[src/rtl/jump_concatenation_pkg.sv]
// concat_pkg: shared widths, WORD_ALIGN encodings and the address type for jump_concatenation
package concat_pkg;
  localparam int DEF_ADDR_W = 32;
  localparam int DEF_IMM_W = 26;
  localparam int ALIGN_NONE = 0;
  localparam int ALIGN_WORD = 1;
  typedef logic [DEF_ADDR_W-1:0] addr_t;
endpackage

[src/rtl/jump_target_comb.sv]
// jump_target_comb: combinational jump target from PC upper field and immediate
// Ports: pc (program counter), imm (jump immediate), target (joined address).
// Macro CONCAT_PC_PLUS4_EN: upper field taken from pc+4 instead of pc.
module jump_target_comb
  import concat_pkg::*;
#(
  parameter int ADDR_W = DEF_ADDR_W,
  parameter int IMM_W = DEF_IMM_W,
  parameter int WORD_ALIGN = ALIGN_NONE
) (
  input  logic [ADDR_W-1:0] pc,
  input  logic [IMM_W-1:0]  imm,
  output logic [ADDR_W-1:0] target
);
  localparam int SH = (WORD_ALIGN == ALIGN_WORD) ? 2 : 0;
  // Ones over every bit position the immediate (and alignment zeros) replace;
  // a shift by ADDR_W yields 0, so the mask becomes all ones in that case.
  localparam logic [ADDR_W-1:0] LOW = (ADDR_W'(1) << (IMM_W + SH)) - ADDR_W'(1);
  logic [ADDR_W-1:0] base;
  if (IMM_W >= ADDR_W) begin : g_bad_imm
    $error("jump_target_comb: IMM_W must be smaller than ADDR_W");
  end
  if (WORD_ALIGN == ALIGN_WORD && IMM_W + 2 > ADDR_W) begin : g_bad_align
    $error("jump_target_comb: IMM_W+2 exceeds ADDR_W with word alignment");
  end
`ifdef CONCAT_PC_PLUS4_EN
  assign base = pc + ADDR_W'(4);
`else
  assign base = pc;
`endif
  // Masking with AND keeps discarded PC bits from leaking X into the target.
  assign target = (base & ~LOW) | (ADDR_W'(imm) << SH);
endmodule

[src/rtl/jump_concatenation.sv]
// jump_concatenation: registered jump-target concatenation with load enable and valid flag
// Ports: clk, rst_n (async active-low), en (capture), PC, Immediate26,
//        ConcatenatedResult (registered target), result_valid (high the cycle after a capture).
// Macro CONCAT_PC_PLUS4_EN: upper field from PC+4 (handled in jump_target_comb).
module jump_concatenation
  import concat_pkg::*;
#(
  parameter int ADDR_W = DEF_ADDR_W,
  parameter int IMM_W = DEF_IMM_W,
  parameter int WORD_ALIGN = ALIGN_NONE
) (
  input  logic              clk,
  input  logic              rst_n,
  input  logic              en,
  input  logic [ADDR_W-1:0] PC,
  input  logic [IMM_W-1:0]  Immediate26,
  output logic [ADDR_W-1:0] ConcatenatedResult,
  output logic              result_valid
);
  logic [ADDR_W-1:0] target;
  jump_target_comb #(.ADDR_W(ADDR_W), .IMM_W(IMM_W), .WORD_ALIGN(WORD_ALIGN)) u_target (
    .pc(PC),
    .imm(Immediate26),
    .target(target)
  );
  always_ff @(posedge clk or negedge rst_n) begin
    if (!rst_n) begin
      ConcatenatedResult <= '0;
      result_valid <= 1'b0;
    end else begin
      ConcatenatedResult <= en ? target : ConcatenatedResult;
      result_valid <= en;
    end
  end
endmodule

[config.mk]
export PLATFORM = sky130hd
export DESIGN_NAME = jump_concatenation
export DESIGN_NICKNAME = d
export VERILOG_FILES = /design/src/rtl/jump_concatenation_pkg.sv /design/src/rtl/jump_target_comb.sv /design/src/rtl/jump_concatenation.sv
export SDC_FILE = /design/constraint.sdc
export NUM_CORES = 1
export LEC_CHECK = 0
export ABC_AREA = 0
export CAP_MARGIN = 20
export CORE_UTILIZATION = 36
export CTS_BUF_LIST = sky130_fd_sc_hd__clkbuf_8
export CTS_CLUSTER_SIZE = 24
export DETAILED_ROUTE_END_ITERATION = 12
export PLACE_DENSITY = 0.82
export SLEW_MARGIN = 5
export SYNTH_ARGS = -nofsm -noshare
export SYNTH_HDL_FRONTEND = slang
export SYNTH_SLANG_ARGS = --single-unit
[constraint.sdc]
create_clock -name clk -period 1.02 [get_ports clk]
set_clock_uncertainty 0.2 [all_clocks]
set_input_delay 0.102 -clock clk [delete_from_list [all_inputs] [get_ports clk]]
set_output_delay 0.102 -clock clk [all_outputs]
set_load 0.005 [all_outputs]
---- Yosys cells after proc, flatten, opt, wreduce, memory -nomap -nowiden ----
Index checks and enable logic that the tools add are counted.
word-level totals
  flip-flop bits (word level) ............. 33
  bits of input ports ..................... 61
  output and inout bits ................... 33
  logic and storage cells ................. 3
operators by class
  bitwise operators ....................... 1
operators by type and width
  operator                                        number
  32-bit by 26-bit bitwise OR with 32-bit output  1

---- Longest topological paths before layout ----
Gate-level depths: netlist (run 1).
  word-level depth ........................ 1
  depth in mapped cells ................... 3
  gate-level depth less buffers ........... 1

---- Hierarchy ----
Synthesis (run 1) repeated with hierarchy kept, for this count alone.
second synthesis, totals
  cell total of the unflattened synthesis .. 101
  area, all modules ....................... 1610.3 um^2
by module, submodules not included
  module              instances  cells each  area each (um^2)  seq. area each (um^2)
  jump_concatenation  1          69          1370.1            825.8
  jump_target_comb    1          32          240.2             0.0

---- Worst setup path before layout (run 1) ----
Ideal clock, no wire load.
  kind .................................... input port to flip-flop
  start point ............................. input en
  end point ............................... register ConcatenatedResult[0]
  library setup time ...................... 125 ps
  arrival time ............................ 644 ps
  data required time ...................... 695 ps
  setup slack ............................. 51 ps
  stages .................................. 3
  buffers on the path ..................... 2
  cells stage by stage .................... buf_6 > buf_12 > mux2_4
RTL lines
  what                  RTL line                  text
  start, declared       jump_concatenation.sv:14  input logic en,
  end signal, assigned  jump_concatenation.sv:31  ConcatenatedResult <= en ? target : ConcatenatedResult;
  end, declared         jump_concatenation.sv:17  output logic [ADDR_W-1:0] ConcatenatedResult,
No word-level cell between the ends.

---- Worst setup path after layout (run 1) ----
  start point ............................. register ConcatenatedResult[17]
  end point ............................... output ConcatenatedResult[17]
No word-level cell between the ends.

==> results.yml, run 1 <==
drt:
  viasPerCell: 4.407
  route.detailed.drc: 0
  drt-pass1-iter-count: 3
  dr.first_iter.drc_count: 6
  vias: 877
  wl_per_cell_um: 13.74
  antenna_left: 0
  wl_mm: 2.735
setup_path:
  arrival_ns: 0.79
  r2r.worst_path.cells: 2
  crit_chain: "buf_2"
  crit_path_top_delay_cell: "dfrtp_1"
  crit_family: "flip-flops"
  crit_type: "register to primary output"
  r2r-end: "ConcatenatedResult[20]"
  worstPathRequired_ns: 0.72
  end_kind: "primary output"
  slowest_delay_ns: 0.39
  worstPathMaxFanout: 2
  crit_path_start_kind: "register"
  rr_startpoint: "ConcatenatedResult[20]"
  regToRegSetupSlack_ns: -0.06
  path_buf_inv: 1
clock_tree:
  cts_max_level: 2
  clk_latency_ns: 0.27
  cts_tree: "built"
  cts-root-buf: "clkbuf_8"
  clkTransAtPathRegs_ns: 0.06
  cts_buffers: 5
  cts.sinks: 33
  clockBufferDepth: 2
sta:
  setup_tns_ns: -2.378
  finalSetupViolCount: 42
  layout_setup_ws_ns: -0.07496
  hold_slack_ns: -0.003417
  clock.fmax_mhz: 913.3
  post-route-min-period_ns: 1.095
  timing.final.crit_share: 1.073
  finalHoldViolCount: 12
  max_slew_margin: 0.8842
  rsz0062_at_grt: "yes"
  worst_slew_pin_slew_ns: 0.1737
  drv_slew: 0
die:
  rows: 22
  die_h_um: 63.69
  die_w_um: 63.69
  start_util: 0.3742
  core_um2: 3661
  io_pins: 94
  die_area_um2: 4056
place:
  dpl-instance-area_um2: 2085
  place.gp.congestion: 0.6666
  dp_hpwl_mm: 1.899
  port_buffers: 67
pwr:
  ir_drop_mv: 0.8063
  p_leak_nw: 1.030
  power_density_nw_per_um2: 1470
finish:
  area_growth_pct: 52.69
  final_cell_mix: "buf_2, dfrtp_1, clkdlybuf4s50_1"
  layout.nets: 212
  fillCellCount: 294
  fin_area_um2: 2092
  final_common_cell: "buf_2"
  drive_above_1_share: 0.5563
  n_antenna_cell: 0
synthesis:
  synth_top_family_by_area: "multiplexers"
  ys_warn_count: 0
  synth_seq_cells: 33
  ys_seq_area_frac: 0.6027
  synth_compound_area_frac: 0
  synth_cell_types: 5
  muxShareOfSynthArea: 0.3452
  synth.avg_cell_area_um2: 19.86
  synth_fa_ha_area_frac: 0
  syn_area_um2: 1370
  synthCells: 69
  synth_simple_gate_area_share: 0
  synth_nets: 130
  synth-xor-area-share: 0
global_routing:
  overflow: 0
  grt_usage: 0.1516
  grt_pass1_wl_mm: 4.554
  first_global_vias: 991
  grt_max_degree: 34
  antenna_found_initial: 0
outcome:
  violations: "hold timing, setup timing"
  outcome: "finished with violations"
job:
  drv_cap: 0
worst_hold_path:
  hp-class: "input port to asynchronous set/reset pin"
cell usage after synthesis:
master,number,share of area
dfrtp_1,33,0.60
mux2_4,30,0.33
buf_12,3,0.044
mux2_2,2,0.016
buf_6,1,0.0082
timing repair:
| action | 4_1_cts | 5_1_grt |
|---|---|---|
| pin swaps | 0 | 0 |
| buffers inserted | 8 | 1 |
| endpoints found under the hold margin | 19 | 1 |
| endpoints found under the setup margin | 33 | 41 |
| gates resized for setup | 131 | 5 |
power by group:
| part | leakage [nW] | internal (mW) | total, mW | switching [mW] |
|---|---|---|---|---|
| sequential | 0.386 | 1.44 | 1.51 | 0.0720 |
| clock | 0.0485 | 0.524 | 0.924 | 0.400 |
| combinational | 0.596 | 0.452 | 0.639 | 0.187 |
| total | 1.03 | 2.42 | 3.07 | 0.659 |
per-layer routing:
metal  track usage  part of all wire  routed length, µm  vias up
li1              -                 -                  -      399
met2        0.2540              0.49               1343       43
met1        0.1748              0.42               1144      430
met4       0.06818             0.014                 39        0
met5             0                 0                  0        -
met3       0.04891             0.076                207        5
sequential cells by signal, summed over array words and instances (netlist names):
name	cells
ConcatenatedResult	32
result_valid	1
layout make-up:
type | instances | area [µm²] | area share
flip-flops and latches | 33 | 825.8 | 0.3947
well taps | 48 | 60.06 | 0.02871
repair buffers | 79 | 646.9 | 0.3092
clock buffers | 6 | 82.58 | 0.03947
multi-input cells | 32 | 473.0 | 0.2261
clock inverters | 1 | 3.754 | 0.001794
worst max path at each step:
| stage | from | cells after the start | slack [ns] | endpoint |
|---|---|---|---|---|
| finish | ConcatenatedResult[17] | 1 | -0.07 | ConcatenatedResult[17] |
| global placement | ConcatenatedResult[6] | 1 | -0.13 | ConcatenatedResult[6] |
| floorplan | en | 3 | 0.05 | ConcatenatedResult[0] |
| global route | ConcatenatedResult[15] | 1 | -0.11 | ConcatenatedResult[15] |
| detailed placement | ConcatenatedResult[14] | 1 | -0.14 | ConcatenatedResult[14] |
| CTS | ConcatenatedResult[14] | 1 | -0.09 | ConcatenatedResult[14] |
cell families (layout without fill, tap and decap cells):
| kind of cell | Yosys count | count (layout) |
|---|---|---|
| flops | 33 | 33 |
| mux | 32 | 32 |
| buf+inv | 4 | 86 |
through the flow:
stage	setup slack [ns]	utilization	power, mW	instances
2_1_floorplan	0.05081	-	1.799	69
3_3_place_gp	-0.1261	0.5694	2.228	183
3_5_place_dp	-0.1365	0.5694	2.242	183
4_1_cts	-0.08778	0.5643	3.106	198
5_1_grt	-0.1124	0.5714	3.240	199
6_report	-0.07496	0.5714	3.074	199
No activity file was read; power rests on OpenSTA's default activity.
==> run 2, diff against run 1 <==
- CTS_CLUSTER_SIZE: 24 -> not set
==> results of run 2 <==
No change in the layout: final DEF, timing and power equal those of run 1.
==> run 3, diff against run 2 <==
- GPL_ROUTABILITY_DRIVEN: not set -> 1
- PLACE_DENSITY: 0.82 -> 0.8
==> run 3 against run 2 <==
Net effect: the run still ends with hold timing, setup timing left; wire length rose by 16%; register-to-register slack hardly changed; critical endpoint is now ConcatenatedResult[13]; critical path type unchanged; sequential power is essentially flat; largest power group unchanged.
==> results.yml, run 3 (synthesis gave the netlist of run 1 again) <==
setup_path:
  crit_type: "register to primary output"
  arrival_ns: 0.79
  end_kind: "primary output"
  crit_family: "flip-flops"
  slowest_delay_ns: 0.39
  crit_chain: "buf_2"
  worstPathMaxFanout: 2
  crit_path_top_delay_cell: "dfrtp_1"
  path_buf_inv: 1
  regToRegSetupSlack_ns: -0.07
  crit_path_start_kind: "register"
  worstPathRequired_ns: 0.72
global_routing:
  overflow: 0
  first_global_vias: 1052
  grt_usage: 0.1712
  antenna_found_initial: 0
  grt_max_degree: 34
  grt_pass1_wl_mm: 5.092
clock_tree:
  clockBufferDepth: 2
  cts.sinks: 33
  cts_buffers: 5
  clkTransAtPathRegs_ns: 0.07
  clk_latency_ns: 0.27
  cts-root-buf: "clkbuf_8"
  cts_max_level: 2
  cts_tree: "built"
die:
  rows: 22
  die_h_um: 63.69
  io_pins: 94
  core_um2: 3661
  die_area_um2: 4056
  start_util: 0.3742
  die_w_um: 63.69
worst_hold_path:
  hp-class: "input port to asynchronous set/reset pin"
place:
  placedCellCount: 189
  port_buffers: 67
  place.gp.congestion: 0.7200
  dp_hpwl_mm: 2.169
  dpl-instance-area_um2: 2130
  pre_cts_ws_ns: -0.1388
outcome:
  violations: "hold timing, setup timing"
  outcome: "finished with violations"
finish:
  largest_reg_flops: 32
  fillCellCount: 296
  n_antenna_cell: 0
  area_growth_pct: 63.65
  layout.nets: 228
  final_cell_mix: "buf_2, dfrtp_1, clkdlybuf4s50_1"
  top_register: "ConcatenatedResult"
  final_common_cell: "buf_2"
  reg_top3: "ConcatenatedResult: 32 flops, result_valid: 1 flops"
  fin_cells: 215
  drive_above_1_share: 0.5928
  fin_area_um2: 2242
drt:
  dr.first_iter.drc_count: 11
  wl_mm: 3.167
  wl_per_cell_um: 14.73
  drt-pass1-iter-count: 4
  viasPerCell: 4.460
  vias: 959
  antenna_left: 0
  route.detailed.drc: 0
pwr:
  power_density_nw_per_um2: 1427
  ir_drop_mv: 0.9861
  p_leak_nw: 1.116
sta:
  rsz0062_at_grt: "yes"
  finalSetupViolCount: 54
  finalHoldViolCount: 17
  hold_slack_ns: -0.01231
  max_slew_margin: 0.8810
  layout_setup_ws_ns: -0.07447
  drv_slew: 0
  setup_tns_ns: -3.143
  post-route-min-period_ns: 1.094
  worst_slew_pin_slew_ns: 0.1785
  clock.fmax_mhz: 913.7
  timing.final.crit_share: 1.073
job:
  drv_cap: 0
## run 3: cell types whose count changed in the layout (fill, tap and decap cells not counted), sizes merged
cell and delta:
buf +15, dlygate4sd3 +1
## run 3: repair_timing
action | CTS | global route
endpoints found under the setup margin | 37 | 54
pin swaps | 0 | 0
hold buffers | 1 | 0
endpoints found under the hold margin | 34 | 0
resized for setup | 127 | 8
setup buffers | 19 | 2
## run 3: stage by stage
stage | power [mW] | utilization
floorplan | 1.799 | -
global placement | 2.254 | 0.5817
detailed placement | 2.280 | 0.5817
CTS | 3.211 | 0.5967
global route | 3.367 | 0.6124
finish | 3.200 | 0.6124
## run 3: per-layer routing
layer | share of wire | wire [µm] | vias to the layer above | global-route usage
met5 | 0 | 0 | - | 0
met4 | 0.018 | 57 | 0 | 0.09375
met3 | 0.045 | 141 | 6 | 0.03080
met2 | 0.56 | 1779 | 41 | 0.3098
met1 | 0.38 | 1189 | 481 | 0.1861
li1 | - | - | 431 | -
## run 3: path summary, 6_finish.rpt
check	from	to	cells after the start
setup / recovery	ConcatenatedResult[13]	ConcatenatedResult[13]	1
hold / removal	rst_n	ConcatenatedResult[8]	2
setup reg to reg	ConcatenatedResult[22]	ConcatenatedResult[22]	2
hold reg to reg	ConcatenatedResult[31]	ConcatenatedResult[31]	1
max in group asynchronous	rst_n	ConcatenatedResult[22]	2
min in group clk	en	ConcatenatedResult[16]	3
## run 3: power by group
group	internal [mW]	total (mW)	switching, mW
logic	0.532	0.749	0.218
registers	1.44	1.51	0.0701
clock network	0.524	0.941	0.417
total	2.50	3.20	0.705
## run 3: area by class of cell
cell class,count,area (µm²),share of cell area
clock buffer,6,82.58,0.03683
clock inverter,1,3.754,0.001674
multi-input combinational,32,473.0,0.2109
sequential,33,825.8,0.3683
tap,48,60.06,0.02679
timing repair buffer,95,797.0,0.3555
